**config.mk**
```make
export PLATFORM = sky130hd
export DESIGN_NAME = hilo_muldiv_ctrl
export DESIGN_NICKNAME = d
export VERILOG_FILES = /design/src/rtl/cpu_defs_pkg.sv /design/src/rtl/div_restoring_step.sv /design/src/rtl/hilo_muldiv_ctrl.sv
export SDC_FILE = /design/constraint.sdc
export NUM_CORES = 2
export LEC_CHECK = 0
export CAP_MARGIN = 10
export CELL_PAD_IN_SITES_DETAIL_PLACEMENT = 0
export CELL_PAD_IN_SITES_GLOBAL_PLACEMENT = 2
export CORE_MARGIN = 5
export CORE_UTILIZATION = 33
export DETAILED_ROUTE_END_ITERATION = 10
export PLACE_DENSITY_LB_ADDON = 0.3
export SYNTH_ARGS = -nofsm -noshare
export SYNTH_HDL_FRONTEND = slang
export SYNTH_SLANG_ARGS = --single-unit
```
**constraint.sdc**
```tcl
create_clock -name clk -period 8 [get_ports clk]
set_input_delay 0.8 -clock clk [delete_from_list [all_inputs] [get_ports clk]]
set_output_delay 0.8 -clock clk [all_outputs]
set_load 0.01 [all_outputs]
```
**src/rtl/cpu_defs_pkg.sv**
```systemverilog
// Shared definitions for the HI/LO multiply/divide sequencer: operand width,
// muldiv opcode encoding, controller state type and two's-complement helpers.
package cpu_defs_pkg;

    localparam int unsigned DATA_W = 32;

    localparam logic [1:0] OP_MULT  = 2'b00;
    localparam logic [1:0] OP_MULTU = 2'b01;
    localparam logic [1:0] OP_DIV   = 2'b10;
    localparam logic [1:0] OP_DIVU  = 2'b11;

    typedef enum logic [1:0] {
        StIdle,
        StMul,
        StDiv,
        StDone
    } muldiv_state_t;

    function automatic logic [DATA_W-1:0] negate(input logic [DATA_W-1:0] x);
        return (~x) + DATA_W'(1);
    endfunction

    // 0x8000_0000 maps onto itself, which is the correct unsigned magnitude.
    function automatic logic [DATA_W-1:0] abs_val(input logic [DATA_W-1:0] x);
        return x[DATA_W-1] ? negate(x) : x;
    endfunction

endpackage

```
**src/rtl/div_restoring_step.sv**
```systemverilog
// One combinational restoring-division iteration: shift in the next dividend
// bit, subtract the divisor when it fits, and shift the quotient bit in.
module div_restoring_step
    import cpu_defs_pkg::*;
(
    input  logic [DATA_W:0]   rem_i,
    input  logic [DATA_W-1:0] quo_i,
    input  logic [DATA_W-1:0] divisor_i,
    output logic [DATA_W:0]   rem_o,
    output logic [DATA_W-1:0] quo_o
);

    logic [DATA_W+1:0] rem_shift;
    logic [DATA_W:0]   diff;
    logic              fits;

    // The partial remainder stays below the divisor, so only the low bits
    // of the difference matter once the compare says the divisor fits.
    always_comb begin
        rem_shift = {rem_i, quo_i[DATA_W-1]};
        fits      = rem_shift >= {2'b00, divisor_i};
        diff      = rem_shift[DATA_W:0] - {1'b0, divisor_i};
        rem_o     = fits ? diff : rem_shift[DATA_W:0];
        quo_o     = {quo_i[DATA_W-2:0], fits};
    end

endmodule

```
**src/rtl/hilo_muldiv_ctrl.sv**
```systemverilog
// Multi-cycle MULT/MULTU/DIV/DIVU sequencer producing the 64-bit HI/LO write;
// stalls ID/EX while busy and keeps a single result outstanding.
module hilo_muldiv_ctrl
    import cpu_defs_pkg::*;
#(
    parameter int unsigned MUL_CYCLES = 1,
    // Tied to the operand width; the datapath assumes one step per bit.
    parameter int unsigned DIV_ITER   = 32
) (
    input  logic              clk,
    input  logic              rst,
    input  logic              start,
    input  logic [1:0]        op,
    input  logic [DATA_W-1:0] src_a,
    input  logic [DATA_W-1:0] src_b,
    input  logic              flush,
    output logic              busy,
    output logic              stall_req,
    output logic              done,
    output logic              hilo_we,
    output logic [DATA_W-1:0] hi_out,
    output logic [DATA_W-1:0] lo_out
);

    localparam int unsigned CNT_MAX = (MUL_CYCLES > DIV_ITER) ? MUL_CYCLES : DIV_ITER;
    localparam int unsigned CNT_W   = $clog2(CNT_MAX + 1);
    localparam int unsigned PIPE_D  = (MUL_CYCLES > 1) ? MUL_CYCLES - 1 : 1;

    muldiv_state_t state_q, state_d;

    logic [CNT_W-1:0]    cnt_q;
    logic [DATA_W-1:0]   opa_q;
    logic [DATA_W-1:0]   opb_q;
    logic [DATA_W:0]     rem_q;
    logic                mul_signed_q;
    logic                q_neg_q;
    logic                r_neg_q;
    logic [DATA_W-1:0]   hi_q;
    logic [DATA_W-1:0]   lo_q;

    logic                can_accept;
    logic                accept;
    logic                is_div;
    logic                div_signed;
    logic                div_by_zero;
    logic                mul_last;
    logic                div_last;

    logic [2*DATA_W-1:0] mul_a;
    logic [2*DATA_W-1:0] mul_b;
    logic [2*DATA_W-1:0] product;
    logic [2*DATA_W-1:0] mul_res;

    logic [DATA_W:0]     rem_nxt;
    logic [DATA_W-1:0]   quo_nxt;

    always_comb begin
        can_accept  = (state_q == StIdle) || (state_q == StDone);
        accept      = start && !flush && can_accept;
        is_div      = (op == OP_DIV) || (op == OP_DIVU);
        div_signed  = (op == OP_DIV);
        div_by_zero = is_div && (src_b == '0);
        mul_last    = (cnt_q == CNT_W'(MUL_CYCLES - 1));
        div_last    = (cnt_q == CNT_W'(DIV_ITER - 1));
    end

    // Sign- or zero-extend to 64 bits; the truncated product is then exact.
    always_comb begin
        mul_a   = {{DATA_W{mul_signed_q & opa_q[DATA_W-1]}}, opa_q};
        mul_b   = {{DATA_W{mul_signed_q & opb_q[DATA_W-1]}}, opb_q};
        product = mul_a * mul_b;
    end

    // Operand registers form the first multiplier stage; any extra cycles
    // become result registers behind the multiplier.
    if (MUL_CYCLES > 1) begin : g_mul_pipe
        logic [2*DATA_W-1:0] pipe_q [PIPE_D];

        always_ff @(posedge clk) begin
            if (rst) begin
                for (int i = 0; i < PIPE_D; i++) begin
                    pipe_q[i] <= '0;
                end
            end else begin
                pipe_q[0] <= product;
                for (int i = 1; i < PIPE_D; i++) begin
                    pipe_q[i] <= pipe_q[i-1];
                end
            end
        end

        assign mul_res = pipe_q[PIPE_D-1];
    end else begin : g_mul_comb
        assign mul_res = product;
    end

    div_restoring_step u_div_step (
        .rem_i     (rem_q),
        .quo_i     (opa_q),
        .divisor_i (opb_q),
        .rem_o     (rem_nxt),
        .quo_o     (quo_nxt)
    );

    always_ff @(posedge clk) begin
        if (rst) begin
            state_q <= StIdle;
        end else begin
            state_q <= state_d;
        end
    end

    always_comb begin
        state_d = state_q;
        unique case (state_q)
            StIdle, StDone: begin
                if (!accept) begin
                    state_d = StIdle;
                end else if (!is_div) begin
                    state_d = StMul;
                end else if (div_by_zero) begin
                    state_d = StDone;
                end else begin
                    state_d = StDiv;
                end
            end
            StMul: begin
                if (flush) begin
                    state_d = StIdle;
                end else if (mul_last) begin
                    state_d = StDone;
                end
            end
            StDiv: begin
                if (flush) begin
                    state_d = StIdle;
                end else if (div_last) begin
                    state_d = StDone;
                end
            end
            default: state_d = StIdle;
        endcase
    end

    always_comb begin
        busy      = (state_q == StMul) || (state_q == StDiv);
        done      = (state_q == StDone);
        hilo_we   = done;
        stall_req = busy || accept;
    end

    always_ff @(posedge clk) begin
        if (rst) begin
            cnt_q        <= '0;
            opa_q        <= '0;
            opb_q        <= '0;
            rem_q        <= '0;
            mul_signed_q <= 1'b0;
            q_neg_q      <= 1'b0;
            r_neg_q      <= 1'b0;
            hi_q         <= '0;
            lo_q         <= '0;
        end else if (accept) begin
            cnt_q        <= '0;
            rem_q        <= '0;
            mul_signed_q <= (op == OP_MULT);
            q_neg_q      <= div_signed && (src_a[DATA_W-1] ^ src_b[DATA_W-1]);
            r_neg_q      <= div_signed && src_a[DATA_W-1];
            if (is_div) begin
                opa_q <= div_signed ? abs_val(src_a) : src_a;
                opb_q <= div_signed ? abs_val(src_b) : src_b;
                if (div_by_zero) begin
                    hi_q <= src_a;
                    lo_q <= '1;
                end
            end else begin
                opa_q <= src_a;
                opb_q <= src_b;
            end
        end else if (state_q == StMul) begin
            cnt_q <= cnt_q + CNT_W'(1);
            if (mul_last && !flush) begin
                hi_q <= mul_res[2*DATA_W-1:DATA_W];
                lo_q <= mul_res[DATA_W-1:0];
            end
        end else if (state_q == StDiv) begin
            cnt_q <= cnt_q + CNT_W'(1);
            rem_q <= rem_nxt;
            opa_q <= quo_nxt;
            // Sign fix-up rides on the final step so DONE sees the signed result.
            if (div_last && !flush) begin
                hi_q <= r_neg_q ? negate(rem_nxt[DATA_W-1:0]) : rem_nxt[DATA_W-1:0];
                lo_q <= q_neg_q ? negate(quo_nxt) : quo_nxt;
            end
        end
    end

    assign hi_out = hi_q;
    assign lo_out = lo_q;

endmodule

```
==> out/qor.tcl <==
set qor(post_cts_hold_buffer_count) 0
set qor(start_util_pct) 33.1
set qor(skew_ns) 0.0260
set qor(power.static_leakage_nw) 28.1
set qor(cts_made_buffers) 17
set qor(timing.fmax_ghz) 0.127
set qor(vdd.ir_drop.worst_mv) 0.197
set qor(clk_pin_slew_worst_paths_ns) 0.09
set qor(first_pass_grt_wire_length_um) 292000
set qor(worst-slew-pin-transition_ns) 1.18
set qor(final_cell_count_no_fill) 8418
set qor(via_per_inst) 5.02
set qor(chipWidth_um) 403
set qor(hold_ws_ns) 0.440
set qor(power-per-cell-area_nw_per_um2) 89.0
set qor(grt_usage_pct) 23.9
set qor(antenna_violations_before_repair) 10
set qor(max-slew-margin-rel_pct) 21.1
set qor(final_layout_size_suffix_gt1_share_pct) 13.5
set qor(max_stage_delay_ns) 0.58
set qor(fp.coreArea_sq_um) 154000
set qor(critPathMostFrequentCell) {sky130_fd_sc_hd__fa_1}
set qor(switching_power_mw) 2.71
set qor(timing.reg2reg.setup_slack_ns) 0.15
set qor(floorplan.io_pins) 138
set qor(design_area_sq_um) 60400
set qor(number_of_global_route_vias_before_repair) 44700
set qor(detailedRoute.firstIterationViolations) 2654
set qor(die_h_um) 403
set qor(finalCritPeriodShare_pct) 98.2
set qor(finish.utilization_pct) 39.3
set qor(hold_depth) 2
set qor(worst_path_dominant_cell_family) {adder cells}
set qor(post-synth-top-area-cell) {sky130_fd_sc_hd__fa_1}
set qor(run_status) {complete, no violations}
set qor(syn_nets) 7432
set qor(rsz0062_at_grt) {yes}
set qor(worst_r2r_endpoint) {hi_out[27]$_SDFFE_PP0P_}
set qor(drv_cap) 0
set qor(clock_sinks) 172
set qor(clockPowerShare_pct) 17.2
set qor(synth_cells) 5982
set qor(crit_path_slowest_cell) {sky130_fd_sc_hd__fa_1}
set qor(arrival_ns) 8.30
set qor(insertion_delay_ns) 0.54
set qor(critical_path.reg2reg.startpoint) {opa_q[17]$_SDFFE_PP0P_}
set qor(route.final.wire_length_um) 196000
set qor(path_class) {flip-flop to flip-flop}
set qor(netlist_area_sq_um) 50900
set qor(critPathLaunchType) {flip-flop}
set qor(cts_tree) {done}
set qor(number_of_enable_type_register_cells_in_the_synthesized_netlist) 0
set qor(cts_max_path_buffers) 2
set qor(num_vias) 42300
set qor(globalplace.congestion) 0.927
set qor(input_output_buffers) 137
set qor(power_frac_comb_pct) 64.9
set qor(remaining_drc_errors) 0
set qor(ys.warnings.count) 0
set qor(timing.hold.worst.class) {flip-flop to flip-flop}
set qor(h-tree-depth) 4
set qor(critical_path_required_ns) 8.44
set qor(worstPathMaxFanout) 8
set qor(hpwlAfterDp_um) 163000
set qor(timing.final.setup_violations) 0
set qor(ant_nets) 0
set qor(worstHoldEndpoint) {hi_out[9]$_SDFFE_PP0P_}
set qor(synth_cell_types) 104
set qor(finalHoldViolations) 0
set qor(largest_cells_by_area_after_synthesis) {sky130_fd_sc_hd__fa_1, sky130_fd_sc_hd__inv_1, sky130_fd_sc_hd__dfxtp_1, sky130_fd_sc_hd__nand2_1, sky130_fd_sc_hd__ha_1}
set qor(avgRoutedWirePerCell_um) 23.2
set qor(commonest_register_cell_after_synthesis) {sky130_fd_sc_hd__dfxtp_1}
set qor(maxSlewViolCount) 0
set qor(async_set_or_reset_register_ratio_after_synthesis_pct) 0
set qor(crit_buf_inv) 9
set qor(totalNegativeSetupSlack_ns) 0
set qor(largest_net_degree_at_the_start_of_global_routing) 76
set qor(p_sw_share_pct) 50.4
set qor(die-area_sq_um) 162000
set qor(placed_area_sq_um) 58400
set qor(ys_ff_latch) 172
set qor(mostFrequentLayoutCells) {sky130_fd_sc_hd__inv_1, sky130_fd_sc_hd__fa_1, sky130_fd_sc_hd__nand2_1}
set qor(mean_post_synth_cell_area_sq_um) 8.51
set qor(placement_rows) 144
set qor(finalCriticalPeriod_ns) 7.85
set qor(mostFrequentLayoutCell) {sky130_fd_sc_hd__inv_1}
set qor(area.growth.synth_to_final_pct) 18.6
set qor(grt_overflow) 0
set qor(cts.root.buffer_cell) {sky130_fd_sc_hd__clkbuf_16}
set qor(rr_worst_depth) 30
set qor(drt_pass1_iterations) 5
set qor(critical_path.endpoint_type) {flip-flop}
set qor(finish.net_count) 7811
set qor(p_int_mw) 2.67
set qor(holdCritStartpoint) {hi_out[9]$_SDFFE_PP0P_}
set qor(p_seq_share_pct) 17.9
set qor(synthDominantCellAreaShare_pct) 44.3
set qor(placedCellCount) 8336
set qor(proportion_of_synthesized_chip_area_in_sequential_cells_pct) 6.76
==> sequential cells by signal, summed over array words and instances, names as in the netlist <==
name,count
cnt_q,6
opb_q,32
lo_out,32
mul_signed_q,1
opa_q,32
rem_q,33
r_neg_q,1
hi_out,32
state_q,2
q_neg_q,1
==> layer usage <==
layer | part of all wire [%] | vias to the layer above | global-route usage, % | wire, um
met5 | 0.014 | - | 0 | 28
met4 | 3.5 | 4 | 6.67 | 6780
met2 | 50 | 886 | 41.6 | 98100
met1 | 43 | 22100 | 31.8 | 83600
li1 | - | 19100 | - | -
met3 | 3.7 | 208 | 2.17 | 7160
==> tightest hold or removal path: stages, from the launching register on <==
cell and delay (ns):
sky130_fd_sc_hd__dfxtp_1 0.31, sky130_fd_sc_hd__nand2_1 0.05, sky130_fd_sc_hd__nand2_1 0.04
==> cell usage after synthesis (13+ instances only) <==
| cell | instances |
|---|---|
| sky130_fd_sc_hd__mux2i_1 | 39 |
| sky130_fd_sc_hd__or4_1 | 15 |
| sky130_fd_sc_hd__o21ai_1 | 22 |
| sky130_fd_sc_hd__nand4_1 | 16 |
| sky130_fd_sc_hd__o31ai_1 | 24 |
| sky130_fd_sc_hd__a211oi_1 | 82 |
| sky130_fd_sc_hd__o21a_1 | 22 |
| sky130_fd_sc_hd__nor3_1 | 52 |
| sky130_fd_sc_hd__a21oi_1 | 221 |
| sky130_fd_sc_hd__a311oi_1 | 24 |
| sky130_fd_sc_hd__nand2_1 | 897 |
| sky130_fd_sc_hd__o211ai_1 | 25 |
| sky130_fd_sc_hd__a31oi_1 | 23 |
| sky130_fd_sc_hd__clkbuf_1 | 316 |
| sky130_fd_sc_hd__o22ai_1 | 17 |
| sky130_fd_sc_hd__ha_1 | 254 |
| sky130_fd_sc_hd__nand2b_1 | 20 |
| sky130_fd_sc_hd__dfxtp_1 | 172 |
| sky130_fd_sc_hd__nand3_1 | 53 |
| sky130_fd_sc_hd__xnor2_1 | 116 |
| sky130_fd_sc_hd__and3_1 | 42 |
| sky130_fd_sc_hd__inv_1 | 1192 |
| sky130_fd_sc_hd__or3_1 | 39 |
| sky130_fd_sc_hd__a21o_1 | 33 |
| sky130_fd_sc_hd__buf_1 | 32 |
| sky130_fd_sc_hd__xor2_1 | 77 |
| sky130_fd_sc_hd__and2_1 | 315 |
| sky130_fd_sc_hd__o21bai_1 | 13 |
| sky130_fd_sc_hd__nor2_1 | 316 |
| sky130_fd_sc_hd__fa_1 | 1126 |
| sky130_fd_sc_hd__nor4_1 | 20 |
| sky130_fd_sc_hd__buf_2 | 22 |
| sky130_fd_sc_hd__o21ai_0 | 147 |
==> power by group through the flow <==
stage	clock, mW	sequential (mW)	combinational [mW]
after detailed placement	0	0.985	3.32
after floorplan	0	0.948	1.94
after global routing	0.976	0.966	3.78
after global placement	0	0.984	3.33
final	0.925	0.961	3.49
after CTS	0.952	0.964	3.36
==> what timing repair did <==
action,4_1_cts,5_1_grt
buffers inserted,3,39
gates cloned,0,9
pin swaps,22,92
gates resized for setup,54,170
endpoints found under the hold margin,0,0
setup endpoints to repair,14,28
==> metrics by stage <==
stage          worst slack, ns  power [mW]
3_5_place_dp            -0.368        4.31
6_report                 0.147        5.38
3_3_place_gp            -0.420        4.31
4_1_cts                0.00371        5.28
2_1_floorplan          0.00924        2.89
5_1_grt                 -0.119        5.72
==> how the worst max path moves through the flow <==
stage | to | depth (start not counted) | slack [ns] | start
global placement | hi_out[26]$_SDFFE_PP0P_ | 28 | -0.42 | opa_q[14]$_SDFFE_PP0P_
finish | hi_out[27]$_SDFFE_PP0P_ | 30 | 0.15 | opa_q[17]$_SDFFE_PP0P_
detailed placement | hi_out[26]$_SDFFE_PP0P_ | 31 | -0.37 | opa_q[16]$_SDFFE_PP0P_
floorplan | hi_out[27]$_SDFFE_PP0P_ | 31 | 0.009 | opa_q[31]$_SDFFE_PP0P_
global route | hi_out[27]$_SDFFE_PP0P_ | 30 | -0.12 | opa_q[17]$_SDFFE_PP0P_
CTS | hi_out[26]$_SDFFE_PP0P_ | 30 | 0.004 | opb_q[0]$_SDFFE_PP0P_
==> cell families (layout without fill, tap and decap cells) <==
family	count (synthesis)	after routing	synth area share [%]
muxes	48	48	0.988
DFF	172	172	6.76
and+or+nand+nor	1847	1847	16.7
xor gates and xnor gates	193	193	3.32
adders and majority gates	1380	1380	50.5
other	0	1	0
AOI/OAI and AO/OA	775	775	10.1
buffers and inverters	1567	1958	11.6
==> area by class of cell <==
| cell class | count | area [sq um] |
|---|---|---|
| antenna | 1 | 2.50 |
| clock buffer | 21 | 470 |
| clock inverter | 10 | 106 |
| fill | 15800 | 93300 |
| inverter | 1193 | 4480 |
| multi-input combinational | 4243 | 42300 |
| sequential | 172 | 3540 |
| tap | 2044 | 2560 |
| timing repair buffer | 734 | 7000 |
Power figures use the tool's default switching activity.
